## config.mk

```make
export PLATFORM = sky130hd
export DESIGN_NAME = mem_access_arbiter_n
export DESIGN_NICKNAME = d
export VERILOG_FILES = /design/src/rtl/mem_access_arbiter_n.sv
export SDC_FILE = /design/constraint.sdc
export NUM_CORES = 1
export LEC_CHECK = 0
export ABC_AREA = 1
export BUFFER_PORTS_ARGS = -buffer_cell sky130_fd_sc_hd__clkbuf_2
export CORE_AREA = 10 10 257 259
export DETAILED_ROUTE_END_ITERATION = 12
export DIE_AREA = 0 0 267 269
export PLACE_DENSITY = 0.57
export SLEW_MARGIN = 20
export SYNTH_ARGS = -nofsm -noshare
export SYNTH_HDL_FRONTEND = slang
export SYNTH_SLANG_ARGS = --single-unit
```

## constraint.sdc

```tcl
create_clock -name clk -period 3.1 [get_ports clk]
set_input_delay 0.62 -clock clk [delete_from_list [all_inputs] [get_ports clk]]
set_output_delay 0.62 -clock clk [all_outputs]
set_load 0.005 [all_outputs]
```

## src/rtl/mem_access_arbiter_n.sv

```systemverilog
// Arbitrates NUM_CH load/store requesters onto one dmem port, one transaction outstanding.
// Fixed priority by default; define ARB_ROUND_ROBIN_EN for round-robin arbitration.
module mem_access_arbiter_n #(
  parameter int NUM_CH  = 3,
  parameter int ADDR_W  = 32,
  parameter int DATA_W  = 32,
  parameter int ORDER_W = 64
) (
  input  logic                       clk,
  input  logic                       rst,
  input  logic [NUM_CH-1:0]          req_valid,
  output logic [NUM_CH-1:0]          req_ready,
  input  logic [NUM_CH*ADDR_W-1:0]   req_addr,
  input  logic [NUM_CH*DATA_W/8-1:0] req_rmask,
  input  logic [NUM_CH*DATA_W/8-1:0] req_wmask,
  input  logic [NUM_CH*DATA_W-1:0]   req_wdata,
  input  logic [NUM_CH*ORDER_W-1:0]  req_order,
  output logic [NUM_CH-1:0]          resp_valid,
  output logic [DATA_W-1:0]          resp_rdata,
  output logic [ORDER_W-1:0]         resp_order,
  input  logic                       flush_valid,
  input  logic [ORDER_W-1:0]         flush_order,
  output logic [ADDR_W-1:0]          dmem_addr,
  output logic [DATA_W/8-1:0]        dmem_rmask,
  output logic [DATA_W/8-1:0]        dmem_wmask,
  output logic [DATA_W-1:0]          dmem_wdata,
  input  logic [DATA_W-1:0]          dmem_rdata,
  input  logic                       dmem_resp,
  output logic                       busy
);
  localparam int MASK_W = DATA_W / 8;
  localparam int CH_W   = $clog2(NUM_CH);

  typedef enum logic [1:0] {IDLE, WAIT, SQUASH, RESP} state_t;

  state_t             state;
  logic [CH_W-1:0]    cap_ch;
  logic               cap_store;
  logic [ORDER_W-1:0] cap_order;
  logic               cap_flushed;
  logic [NUM_CH-1:0]  eligible;
  logic               grant_any;
  logic [CH_W-1:0]    grant_ch;
  logic [ADDR_W-1:0]  win_addr;
  logic [MASK_W-1:0]  win_rmask;
  logic [MASK_W-1:0]  win_wmask;
  logic [DATA_W-1:0]  win_wdata;
  logic [ORDER_W-1:0] win_order;

  assign cap_flushed = flush_valid && (cap_order > flush_order);
  assign busy        = (state != IDLE);
  assign resp_order  = (state == RESP) ? cap_order : '0;

  always_comb begin
    eligible = '0;
    for (int i = 0; i < NUM_CH; i++)
      eligible[i] = req_valid[i] && !(flush_valid && (req_order[i*ORDER_W +: ORDER_W] > flush_order));
  end

`ifdef ARB_ROUND_ROBIN_EN
  logic [CH_W-1:0] last_grant;

  always_comb begin
    int idx;
    grant_any = 1'b0;
    grant_ch  = '0;
    idx       = 0;
    for (int k = 1; k <= NUM_CH; k++) begin
      idx = (int'(last_grant) + k) % NUM_CH;
      if (!grant_any && eligible[idx]) begin
        grant_any = 1'b1;
        grant_ch  = CH_W'(idx);
      end
    end
  end

  // Reset value makes the first search start at channel 0.
  always_ff @(posedge clk) begin
    if (rst)
      last_grant <= CH_W'(NUM_CH - 1);
    else if (state == IDLE && grant_any)
      last_grant <= grant_ch;
  end
`else
  always_comb begin
    grant_any = |eligible;
    grant_ch  = '0;
    for (int i = NUM_CH - 1; i >= 0; i--)
      if (eligible[i]) grant_ch = CH_W'(i);
  end
`endif

  assign win_addr  = req_addr [int'(grant_ch)*ADDR_W  +: ADDR_W];
  assign win_rmask = req_rmask[int'(grant_ch)*MASK_W  +: MASK_W];
  assign win_wmask = req_wmask[int'(grant_ch)*MASK_W  +: MASK_W];
  assign win_wdata = req_wdata[int'(grant_ch)*DATA_W  +: DATA_W];
  assign win_order = req_order[int'(grant_ch)*ORDER_W +: ORDER_W];

  always_comb begin
    req_ready  = '0;
    resp_valid = '0;
    if (!rst && state == IDLE && grant_any)    req_ready[grant_ch] = 1'b1;
    if (!rst && state == RESP && !cap_flushed) resp_valid[cap_ch] = 1'b1;
  end

  always_ff @(posedge clk) begin
    if (rst) begin
      state      <= IDLE;
      cap_ch     <= '0;
      cap_store  <= 1'b0;
      cap_order  <= '0;
      resp_rdata <= '0;
      dmem_addr  <= '0;
      dmem_rmask <= '0;
      dmem_wmask <= '0;
      dmem_wdata <= '0;
    end else begin
      // Any memory response while a transaction is open closes the port.
      if ((state == WAIT || state == SQUASH) && dmem_resp) begin
        dmem_addr  <= '0;
        dmem_rmask <= '0;
        dmem_wmask <= '0;
        dmem_wdata <= '0;
      end
      case (state)
        IDLE: if (grant_any) begin
          dmem_addr  <= win_addr;
          dmem_rmask <= (|win_wmask) ? '0 : win_rmask;
          dmem_wmask <= win_wmask;
          dmem_wdata <= win_wdata;
          cap_ch     <= grant_ch;
          cap_store  <= |win_wmask;
          cap_order  <= win_order;
          state      <= WAIT;
        end
        WAIT: begin
          if (cap_flushed) begin
            state <= dmem_resp ? IDLE : SQUASH;
          end else if (dmem_resp) begin
            resp_rdata <= cap_store ? '0 : dmem_rdata;
            state      <= RESP;
          end
        end
        SQUASH: if (dmem_resp) state <= IDLE;
        RESP: begin
          resp_rdata <= '0;
          state      <= IDLE;
        end
        default: state <= IDLE;
      endcase
    end
  end
endmodule

```

==> reports/qor.yml, run 1 <==
logic_synthesis:
  syn_area_per_cell_um2: 6.719
  synth_cells: 2313
  synth_edf_count: 0
  synth_cell_types: 44
  async_flop_share: 0
  synthesis.nets: 3084
  ys_seq_area_frac: 0.2228
  ys_seq_elements: 173
  ys_dominant_reg_cell: "dfxtp_1"
  ys_warn_count: 0
  synth_area_um2: 15540
sta:
  setup-violations-final: 6
  slew_viol_final: 0
  fin_ws_ns: -0.1739
  fin_crit_ns: 3.274
  worstMarginPinSlew_ns: 0.5903
  rsz0062_at_grt: "true"
  clock.fmax_mhz: 305.4
  skew_ns: 0.01768
  relSlewSlack: 0.6051
  finalHoldViolations: 0
  fin_crit_sh: 1.056
  holdWs_ns: 0.3474
  setup-tns-final_ns: -0.8863
setup_path:
  crit_fanout: 4
  worstPathRequired_ns: 2.48
  r2r_cells: 15
  start_kind: "input pin"
  cp-end-kind: "primary output"
  crit_type: "in -> out"
  crit_arrival_ns: 2.65
pwr:
  seq_power_share: 0.292
  p_comb_frac: 0.519
  p_per_area_nw_per_um2: 501.2
  swShare: 0.4408
  power.total_uw: 12050
  ir_drop_v: 0.0004282
  p_leak_uw: 0.01312
  intPower_uw: 6736
  clockPowerShare: 0.189
  switchingPower_uw: 5310
clocking:
  clk_pin_slew_ns: 0.08
  cts_sinks: 173
  h-tree-depth: 4
  clk_latency_ns: 0.50
  cts_tree: "done"
  cts_root_buf: "clkbuf_16"
  max-clock-path-buffers: 2
  ctsHoldBuffers: 0
  cts_buffers: 17
floorplan:
  initial_core_util: 0.2547
  die_area_um2: 71820
  core_area_um2: 61030
  die_h_um: 269
  std_cell_rows: 91
  pin_count: 686
  die_w_um: 267
global_routing:
  grt_pass1_vias: 18990
  grt_pass1_wl_mm: 117.2
  grt_overflow: 0
  grt_start_max_net_pins: 49
  antenna_found_initial: 14
  grt_usage: 0.2154
route:
  vias_per_cell: 4.885
  dr.pass1.iters: 7
  drc: 0
  vias: 19500
  finalWirelength_mm: 82.35
  drt-initial-drc-count: 1436
  wl_per_cell_um: 20.63
  postRouteAntennaNets: 0
place:
  gp_congestion: 0.9751
  port_buffers: 685
  hpwlAfterDp_mm: 67.10
run:
  drv_cap: 0
status:
  violations: "setup timing"
  outcome: "complete, but fails checks"
finish:
  syn_to_final_growth_pct: 54.66
  fin_nets: 3956
  drive_gt1_frac: 0.4085
  final_util: 0.3938
  fillCellCount: 6542
min_path:
  min_delay_path_depth: 3
  hold_path_class: "in -> reg"
-- final cells by class --
class                      count  area [µm²]  area share
clock inverter                14       152.6    0.006351
tap                          790       988.4     0.04112
antenna                        4       10.01   0.0004164
timing repair buffer         981        6160      0.2563
sequential                   173        3481      0.1448
multi-input combinational   1821       12060      0.5016
clock buffer                  17       425.4     0.01770
inverter                     191       762.0     0.03170
-- cells by family after synthesis --
| kind of cell | count (synthesis) | share of synthesized area |
|---|---|---|
| AND/OR/NAND/NOR | 1168 | 0.3244 |
| adder cells (fa/ha/maj) | 260 | 0.2093 |
| AO/OA/AOI/OAI | 393 | 0.1521 |
| buffers and inverters | 319 | 0.09138 |
| flip-flops | 173 | 0.2228 |
-- power by group through the flow --
stage | Clock, µW | Combinational, µW | Sequential (µW)
after floorplan | 0 | 2780 | 3430
after global placement | 0 | 5420 | 3480
after detailed placement | 0 | 5440 | 3490
after CTS | 2350 | 5900 | 3460
after global routing | 2410 | 6880 | 3610
final | 2280 | 6250 | 3520
-- registers in the layout, summed over array words and instances (netlist names) --
signal      cells
cap_ch          2
cap_order      64
cap_store       1
dmem_addr      32
dmem_rmask      4
dmem_wdata     32
dmem_wmask      4
resp_rdata     32
state           2
-- layout by cell type, fill, tap and decap left out, types with 26 or more instances in the layout --
master / n
o21ai_1: 26
a21oi_2: 31
inv_2: 37
nand3_1: 360
o21ai_0: 35
a21oi_1: 123
buf_4: 251
o211ai_1: 130
dfxtp_1: 161
nand2_1: 621
ha_1: 210
clkbuf_2: 671
ha_4: 50
nor2_1: 40
nand2_2: 55
inv_1: 138
buf_12: 28
-- final timing paths --
check	start	end	slack (ns)
hold / removal	dmem_rdata[13]	resp_rdata[13]	0.35
setup reg to reg	cap_order[15]	resp_rdata[29]	0.26
setup / recovery	flush_order[35]	req_ready[0]	-0.17
hold reg to reg	dmem_wdata[11]	dmem_wdata[11]	0.46
-- metal layers --
layer | track usage | wire length (µm) | part of all wire
met5 | 0 | 75 | 0.00091
met4 | 0.07339 | 2227 | 0.027
met3 | 0.05790 | 6462 | 0.078
met2 | 0.3650 | 39520 | 0.48
met1 | 0.2594 | 34070 | 0.41
-- Yosys cell counts, types with 3 or more instances --
library cell	instances	area share
a21oi_1	159	0.051
buf_4	15	0.0072
o21bai_1	3	0.0014
o21ai_0	73	0.024
o21a_1	9	0.0043
nand2_2	15	0.0060
a31oi_1	5	0.0020
dfxtp_1	173	0.22
a21o_1	5	0.0024
nor2_1	66	0.016
nand3_1	366	0.12
inv_2	6	0.0014
buf_6	7	0.0051
clkbuf_1	32	0.0077
buf_2	71	0.023
ha_1	260	0.21
inv_1	182	0.044
o211ai_1	130	0.063
nand4_1	17	0.0068
o21ai_1	4	0.0013
nand2_1	672	0.16
nor3_1	14	0.0045
-- stage by stage --
step	cell area [µm²]	setup WS [ns]	cells
after floorplan	15540	0.01102	2313
after detailed placement	21670	-0.8452	3930
after global routing	24030	-0.2636	3987
after CTS	23110	-0.2445	3986
final	24040	-0.1739	3991
after global placement	21670	-0.8316	3930
-- worst max-delay path, cell delays in order --
cell and delay [ns]:
buf_6 0.07, inv_2 0.05, buf_6 0.12, ha_4 0.27, nand2_4 0.05, nor4_4 0.42
nand3_2 0.19, nor2_4 0.14, nor2_2 0.05, a21oi_4 0.23, nor2_4 0.06, inv_2 0.07
nand2_4 0.07, nor2_2 0.10, buf_2 0.13
-- repair_timing --
action,CTS,global route
cloned,2,2
setup endpoints to repair,175,175
pin swaps,50,77
buffers inserted,26,6
gates resized for setup,158,219
endpoints found under the hold margin,0,0
Note: power is estimated with default switching activity, not from simulation.
==> run 2, diff against run 1 <==
CORE_AREA = 10 10 258 260   (was 10 10 257 259)
CTS_BUF_LIST = sky130_fd_sc_hd__clkbuf_16   (was not set)
DIE_AREA = 0 0 268 270   (was 0 0 267 269)
PLACE_DENSITY = 0.55   (was 0.57)
clock period = 3.05 ns   (was 3.1 ns; I/O delays follow)
==> reports/qor.yml, run 2 (same netlist as run 1, synthesis figures left out) <==
finish:
  fillCellCount: 6443  # was 6542
  layout_commonest_cell: "clkbuf_2"  # unchanged
  fin_nets: 4012  # was 3956
  layout.cells.non_filler: 4052  # was 3991
  largest_reg_flops: 64  # unchanged
  largest-register: "cap_order"  # unchanged
  drive_gt1_frac: 0.4049  # was 0.4085
  final_cell_mix: "673 x clkbuf_2, 642 x nand2_1, 329 x nand3_1, 241 x buf_4, 229 x ha_1"  # was 671 x clkbuf_2, 621 x nand2_1, 360 x nand3_1, 251 x buf_4, 210 x ha_1
  syn_to_final_growth_pct: 59.47  # was 54.66%
setup_path:
  worstPathRequired_ns: 2.44  # was 2.48 ns
  startpoint: "flush_order[55]"  # was flush_order[35]
  rr_endpoint: "resp_rdata[24]"  # was resp_rdata[29]
  critPathMaxStageDelay_ns: 0.27  # was 0.42 ns
  cp-end-kind: "primary output"  # unchanged
  r2r_cells: 17  # was 15
  crit_type: "in -> out"  # unchanged
  path_buf_inv: 6  # was 5
  cp.depth: 18  # was 15
  crit_arrival_ns: 2.72  # was 2.65 ns
  cp_top_family: "simple AND/OR/NAND/NOR gates"  # unchanged
  rr_startpoint: "cap_order[56]"  # was cap_order[15]
  r2r_slack_ns: 0.25  # was 0.26 ns
  crit_chain: "buf_6 -> inv_4 -> buf_6 -> ha_4 -> nand2_4 -> nor2_4 -> nand2_2 -> nor3b_4 -> nand3_2 -> nor2_1 -> nor2_1 -> a21oi_2 -> buf_6 -> nor2_4 -> inv_2 -> nand2_4 -> nor2_4 -> clkbuf_2"  # was buf_6 -> inv_2 -> buf_6 -> ha_4 -> nand2_4 -> nor4_4 -> nand3_2 -> nor2_4 -> nor2_2 -> a21oi_4 -> nor2_4 -> inv_2 -> nand2_4 -> nor2_2 -> buf_2
  critPathSlowestCell: "ha_4"  # was nor4_4
  crit_path_end: "req_ready[2]"  # was req_ready[0]
  crit_fanout: 4  # unchanged
  start_kind: "input pin"  # unchanged
floorplan:
  die_w_um: 268  # was 267 µm
  die_h_um: 270  # was 269 µm
  std_cell_rows: 91  # unchanged
  pin_count: 686  # unchanged
  die_area_um2: 72360  # was 71820 µm²
  core_area_um2: 61260  # was 61030 µm²
  initial_core_util: 0.2537  # was 0.2547
clocking:
  max-clock-path-buffers: 2  # unchanged
  cts_buffers: 17  # unchanged
  clk_pin_slew_ns: 0.07  # was 0.08 ns
  h-tree-depth: 4  # unchanged
  cts_sinks: 173  # unchanged
  cts_tree: "done"  # unchanged
  cts_root_buf: "clkbuf_16"  # unchanged
  clk_latency_ns: 0.49  # was 0.50 ns
  ctsHoldBuffers: 0  # unchanged
sta:
  slew_viol_final: 0  # unchanged
  worstMarginPinSlew_ns: 0.4836  # was 0.5903 ns
  finalHoldViolations: 0  # unchanged
  fin_ws_ns: -0.2799  # was -0.1739 ns
  setup-violations-final: 134  # was 6
  skew_ns: 0.01382  # was 0.01768 ns
  relSlewSlack: 0.6776  # was 0.6051
  clock.fmax_mhz: 300.3
  fin_crit_ns: 3.330
  fin_crit_sh: 1.092
  rsz0062_at_grt: "true"  # unchanged
pwr:
  p_comb_frac: 0.512  # was 0.519
  swShare: 0.4364  # was 0.4408
  seq_power_share: 0.296  # was 0.292
  power.total_uw: 12000  # was 12050 µW
  switchingPower_uw: 5236  # was 5310 µW
  clockPowerShare: 0.192  # was 0.189
  p_per_area_nw_per_um2: 484.2  # was 501.2 nW/µm²
  ir_drop_v: 0.0004413  # was 0.0004282 V
  p_leak_uw: 0.01373  # was 0.01312 µW
  intPower_uw: 6763  # was 6736 µW
status:
  violations: "setup timing"  # unchanged
  outcome: "complete, but fails checks"  # unchanged
route:
  vias: 19940  # was 19500
  postRouteAntennaNets: 0  # unchanged
  drc: 0  # unchanged
  wl_per_cell_um: 21.10  # was 20.63 µm
  dr.pass1.iters: 5  # was 7
  vias_per_cell: 4.922  # was 4.885
  drt-initial-drc-count: 1436  # unchanged
  finalWirelength_mm: 85.50  # was 82.35 mm
global_routing:
  grt_usage: 0.2141  # was 0.2154
  grt_overflow: 0  # unchanged
  grt_pass1_wl_mm: 117.6  # was 117.2 mm
  grt_start_max_net_pins: 73  # was 49
  antenna_found_initial: 14  # unchanged
  grt_pass1_vias: 18950  # was 18990
place:
  gp_congestion: 0.9697  # was 0.9751
  hpwlAfterDp_mm: 67.54  # was 67.10 mm
  numPlacedInstances: 3940  # was 3930
  port_buffers: 685  # unchanged
min_path:
  hold_path_class: "in -> reg"  # unchanged
run:
  drv_cap: 0  # unchanged
-- run 2: what timing repair did --
| item | 4_1_cts | 5_1_grt |
|---|---|---|
| resized for setup | 86 | 288 |
| pin swaps | 29 | 171 |
| endpoints found under the setup margin | 114 | 143 |
| setup buffers | 11 | 32 |
| gates cloned | 0 | 30 |
-- run 2: worst min-delay path by stage --
stage,from,endpoint,slack (ns),depth (start not counted)
CTS,rst,state[1],0.30,2
floorplan,cap_store,cap_store,0.43,2
finish,rst,state[1],0.33,2
global route,dmem_rdata[13],resp_rdata[13],0.32,3
global placement,dmem_wdata[11],dmem_wdata[11],0.45,2
detailed placement,dmem_addr[28],dmem_addr[28],0.45,2
-- run 2: cell type report --
type | count | area [µm²] | area share
multi-input combinational | 1821 | 11760 | 0.4747
timing repair buffer | 1037 | 7207 | 0.2908
sequential | 173 | 3475 | 0.1402
tap | 790 | 988.4 | 0.03988
inverter | 191 | 754.5 | 0.03044
clock buffer | 17 | 425.4 | 0.01716
clock inverter | 14 | 147.6 | 0.005957
antenna | 9 | 22.52 | 0.0009087
-- run 2: power by group through the flow --
stage	Sequential [µW]	Combinational [µW]	Clock, µW
detailed placement	3570	5490	0
global route	3640	6770	2460
finish	3550	6140	2300
floorplan	3490	2830	0
CTS	3530	5660	2400
global placement	3560	5490	0
-- run 2: through the flow --
step	setup slack (ns)	instance area (µm²)	hold slack (ns)	TNS (ns)	utilization
after floorplan	0.009430	15550	0.4266	0	-
after global placement	-0.8257	21720	0.4509	-93.61	0.3546
after detailed placement	-0.8593	21720	0.4548	-96.66	0.3546
after CTS	-0.3099	22710	0.3001	-1.690	0.3707
after global routing	-0.4151	24770	0.3193	-35.09	0.4044
final	-0.2799	24780	0.3322	-19.80	0.4046
-- run 2: routing by layer --
metal	GRT usage	up-vias	part of all wire
li1	-	9795	-
met1	0.2574	9206	0.41
met2	0.3634	845	0.48
met3	0.06263	90	0.090
met4	0.05888	8	0.020
met5	0	-	0.00062
-- run 2: worst reg2reg max path: stages, from the launching register on --
cell	delay [ns]
dfxtp_2	0.36
ha_4	0.27
nand2_2	0.05
nor4_4	0.28
nand4_1	0.11
buf_4	0.17
buf_4	0.14
a21oi_4	0.17
nor3_4	0.09
nand2_2	0.10
nand2_4	0.08
buf_4	0.15
buf_4	0.12
nand3_1	0.07
nand2_2	0.11
buf_12	0.19
o21ai_0	0.18
a21oi_1	0.05
==> run 3, diff against run 2 <==
RECOVER_POWER = 50   (was not set)
==> reports/qor.yml, run 3 (same netlist as run 1, synthesis figures left out) <==
sta:
  fin_crit_ns: 3.330  # about the same
  rsz0062_at_grt: "true"  # unchanged
  fin_ws_ns: -0.2800  # was -0.2799 ns
  slew_viol_final: 0  # unchanged
  finalHoldViolations: 0  # unchanged
  worstMarginPinSlew_ns: 0.4865  # was 0.4836 ns
  fin_crit_sh: 1.092  # about the same
  holdWs_ns: 0.3413  # was 0.3322 ns
  setup-violations-final: 134  # unchanged
  clock.fmax_mhz: 300.3  # about the same
  skew_ns: 0.01629  # was 0.01382 ns
  relSlewSlack: 0.6757  # was 0.6776
place:
  port_buffers: 685  # unchanged
  pre_cts_ws_ns: -0.8593  # unchanged
  gp_congestion: 0.9697  # unchanged
  numPlacedInstances: 3940  # unchanged
  placed_cell_area_um2: 21720  # unchanged
  hpwlAfterDp_mm: 67.54  # unchanged
floorplan:
  initial_core_util: 0.2537  # unchanged
  die_area_um2: 72360  # unchanged
  std_cell_rows: 91  # unchanged
  core_area_um2: 61260  # unchanged
  die_w_um: 268  # unchanged
  die_h_um: 270  # unchanged
  pin_count: 686  # unchanged
setup_path:
  crit_fanout: 4  # unchanged
  crit_type: "in -> out"  # unchanged
  start_kind: "input pin"  # unchanged
  worstPathRequired_ns: 2.44  # about the same
  cp-end-kind: "primary output"  # unchanged
  crit_arrival_ns: 2.72  # about the same
  r2r_slack_ns: 0.25  # about the same
finish:
  fillCellCount: 6497  # was 6443
  largest_reg_flops: 64  # unchanged
  drive_gt1_frac: 0.3744  # was 0.4049
  syn_to_final_growth_pct: 58.66  # was 59.47%
  layout_commonest_cell: "nand2_1"  # was clkbuf_2
  layout.cells.non_filler: 4051  # was 4052
  final_cell_mix: "642 x nand2_1, 574 x clkbuf_2, 329 x nand3_1, 241 x buf_4, 229 x ha_1"  # was 673 x clkbuf_2, 642 x nand2_1, 329 x nand3_1, 241 x buf_4, 229 x ha_1
  regArea_um2: 3475  # unchanged
  largest-register: "cap_order"  # unchanged
  fin_nets: 4012  # unchanged
  multi_input_area_um2: 11760  # unchanged
  fin_area_um2: 24660  # was 24780 µm²
route:
  postRouteAntennaNets: 0  # unchanged
  vias: 20020  # was 19940
  finalWirelength_mm: 85.76  # was 85.50 mm
  drt-initial-drc-count: 1461  # was 1436
  drc: 0  # unchanged
  vias_per_cell: 4.942  # was 4.922
  wl_per_cell_um: 21.17  # was 21.10 µm
  dr.pass1.iters: 8  # was 5
clocking:
  clk_latency_ns: 0.50  # was 0.49 ns
  max-clock-path-buffers: 2  # unchanged
  cts_tree: "done"  # unchanged
  cts_root_buf: "clkbuf_16"  # unchanged
  h-tree-depth: 4  # unchanged
  cts_sinks: 173  # unchanged
  clk_pin_slew_ns: 0.07  # about the same
  ctsHoldBuffers: 0  # unchanged
  cts_buffers: 17  # unchanged
status:
  violations: "setup timing"  # unchanged
  outcome: "complete, but fails checks"  # unchanged
pwr:
  power.total_uw: 11900  # was 12000 µW
  p_per_area_nw_per_um2: 482.8  # was 484.2 nW/µm²
  ir_drop_v: 0.0004424  # was 0.0004413 V
  p_leak_uw: 0.01340  # was 0.01373 µW
run:
  drv_cap: 0  # unchanged
global_routing:
  grt_overflow: 0  # unchanged
  grt_pass1_wl_mm: 117.6  # unchanged
  grt_usage: 0.2141  # unchanged
  antenna_found_initial: 14  # unchanged
  grt_start_max_net_pins: 73  # unchanged
  grt_pass1_vias: 18950  # unchanged
min_path:
  hold_path_class: "in -> reg"  # unchanged
[run 3: report_power, final]
part	total, µW	internal, µW	switching, µW
logic	6050	2540	3500
registers	3550	3020	527
clock network	2310	1090	1220
[run 3: final timing paths]
check,start,to,cells past startpoint
max,flush_order[55],req_ready[1],18
min,rst,state[1],2
max reg2reg,cap_order[56],resp_rdata[24],17
min reg2reg,dmem_addr[28],dmem_addr[28],2
[run 3: metrics by stage]
stage / util / setup TNS [ns]
after floorplan: - / 0
after CTS: 0.3707 / -1.690
after global routing: 0.4024 / -35.09
after global placement: 0.3546 / -93.61
final: 0.4025 / -19.32
after detailed placement: 0.3546 / -96.66
[run 3: area by class of cell]
| cell class | count | share of cell area |
|---|---|---|
| antenna | 8 | 0.0008119 |
| clock buffer | 17 | 0.01725 |
| clock inverter | 14 | 0.005988 |
| inverter | 191 | 0.03060 |
| multi-input combinational | 1821 | 0.4771 |
| sequential | 173 | 0.1409 |
| tap | 790 | 0.04009 |
| timing repair buffer | 1037 | 0.2873 |
[run 3: routing by layer]
metal,GRT usage,part of all wire,up-vias
met3,0.06263,0.089,102
met4,0.05888,0.020,8
met1,0.2574,0.41,9247
met5,0,0.00062,-
met2,0.3634,0.48,867
li1,-,-,9796
[run 3: worst max-delay path, cell delays in order]
cell	delay, ns
buf_6	0.07
inv_4	0.04
buf_6	0.12
ha_4	0.27
nand2_4	0.06
nor2_4	0.11
nand2_2	0.09
nor3b_4	0.27
nand3_2	0.18
nor2_1	0.13
nor2_1	0.06
a21oi_2	0.15
buf_6	0.13
nor2_4	0.05
inv_2	0.07
nand2_4	0.08
nor2_2	0.10
buf_2	0.12
[run 3: what timing repair did]
action,4_1_cts,5_1_grt
gates cloned,0,30
buffers inserted,11,32
pin swaps,29,171
gates resized for setup,86,288
setup endpoints to repair,114,143
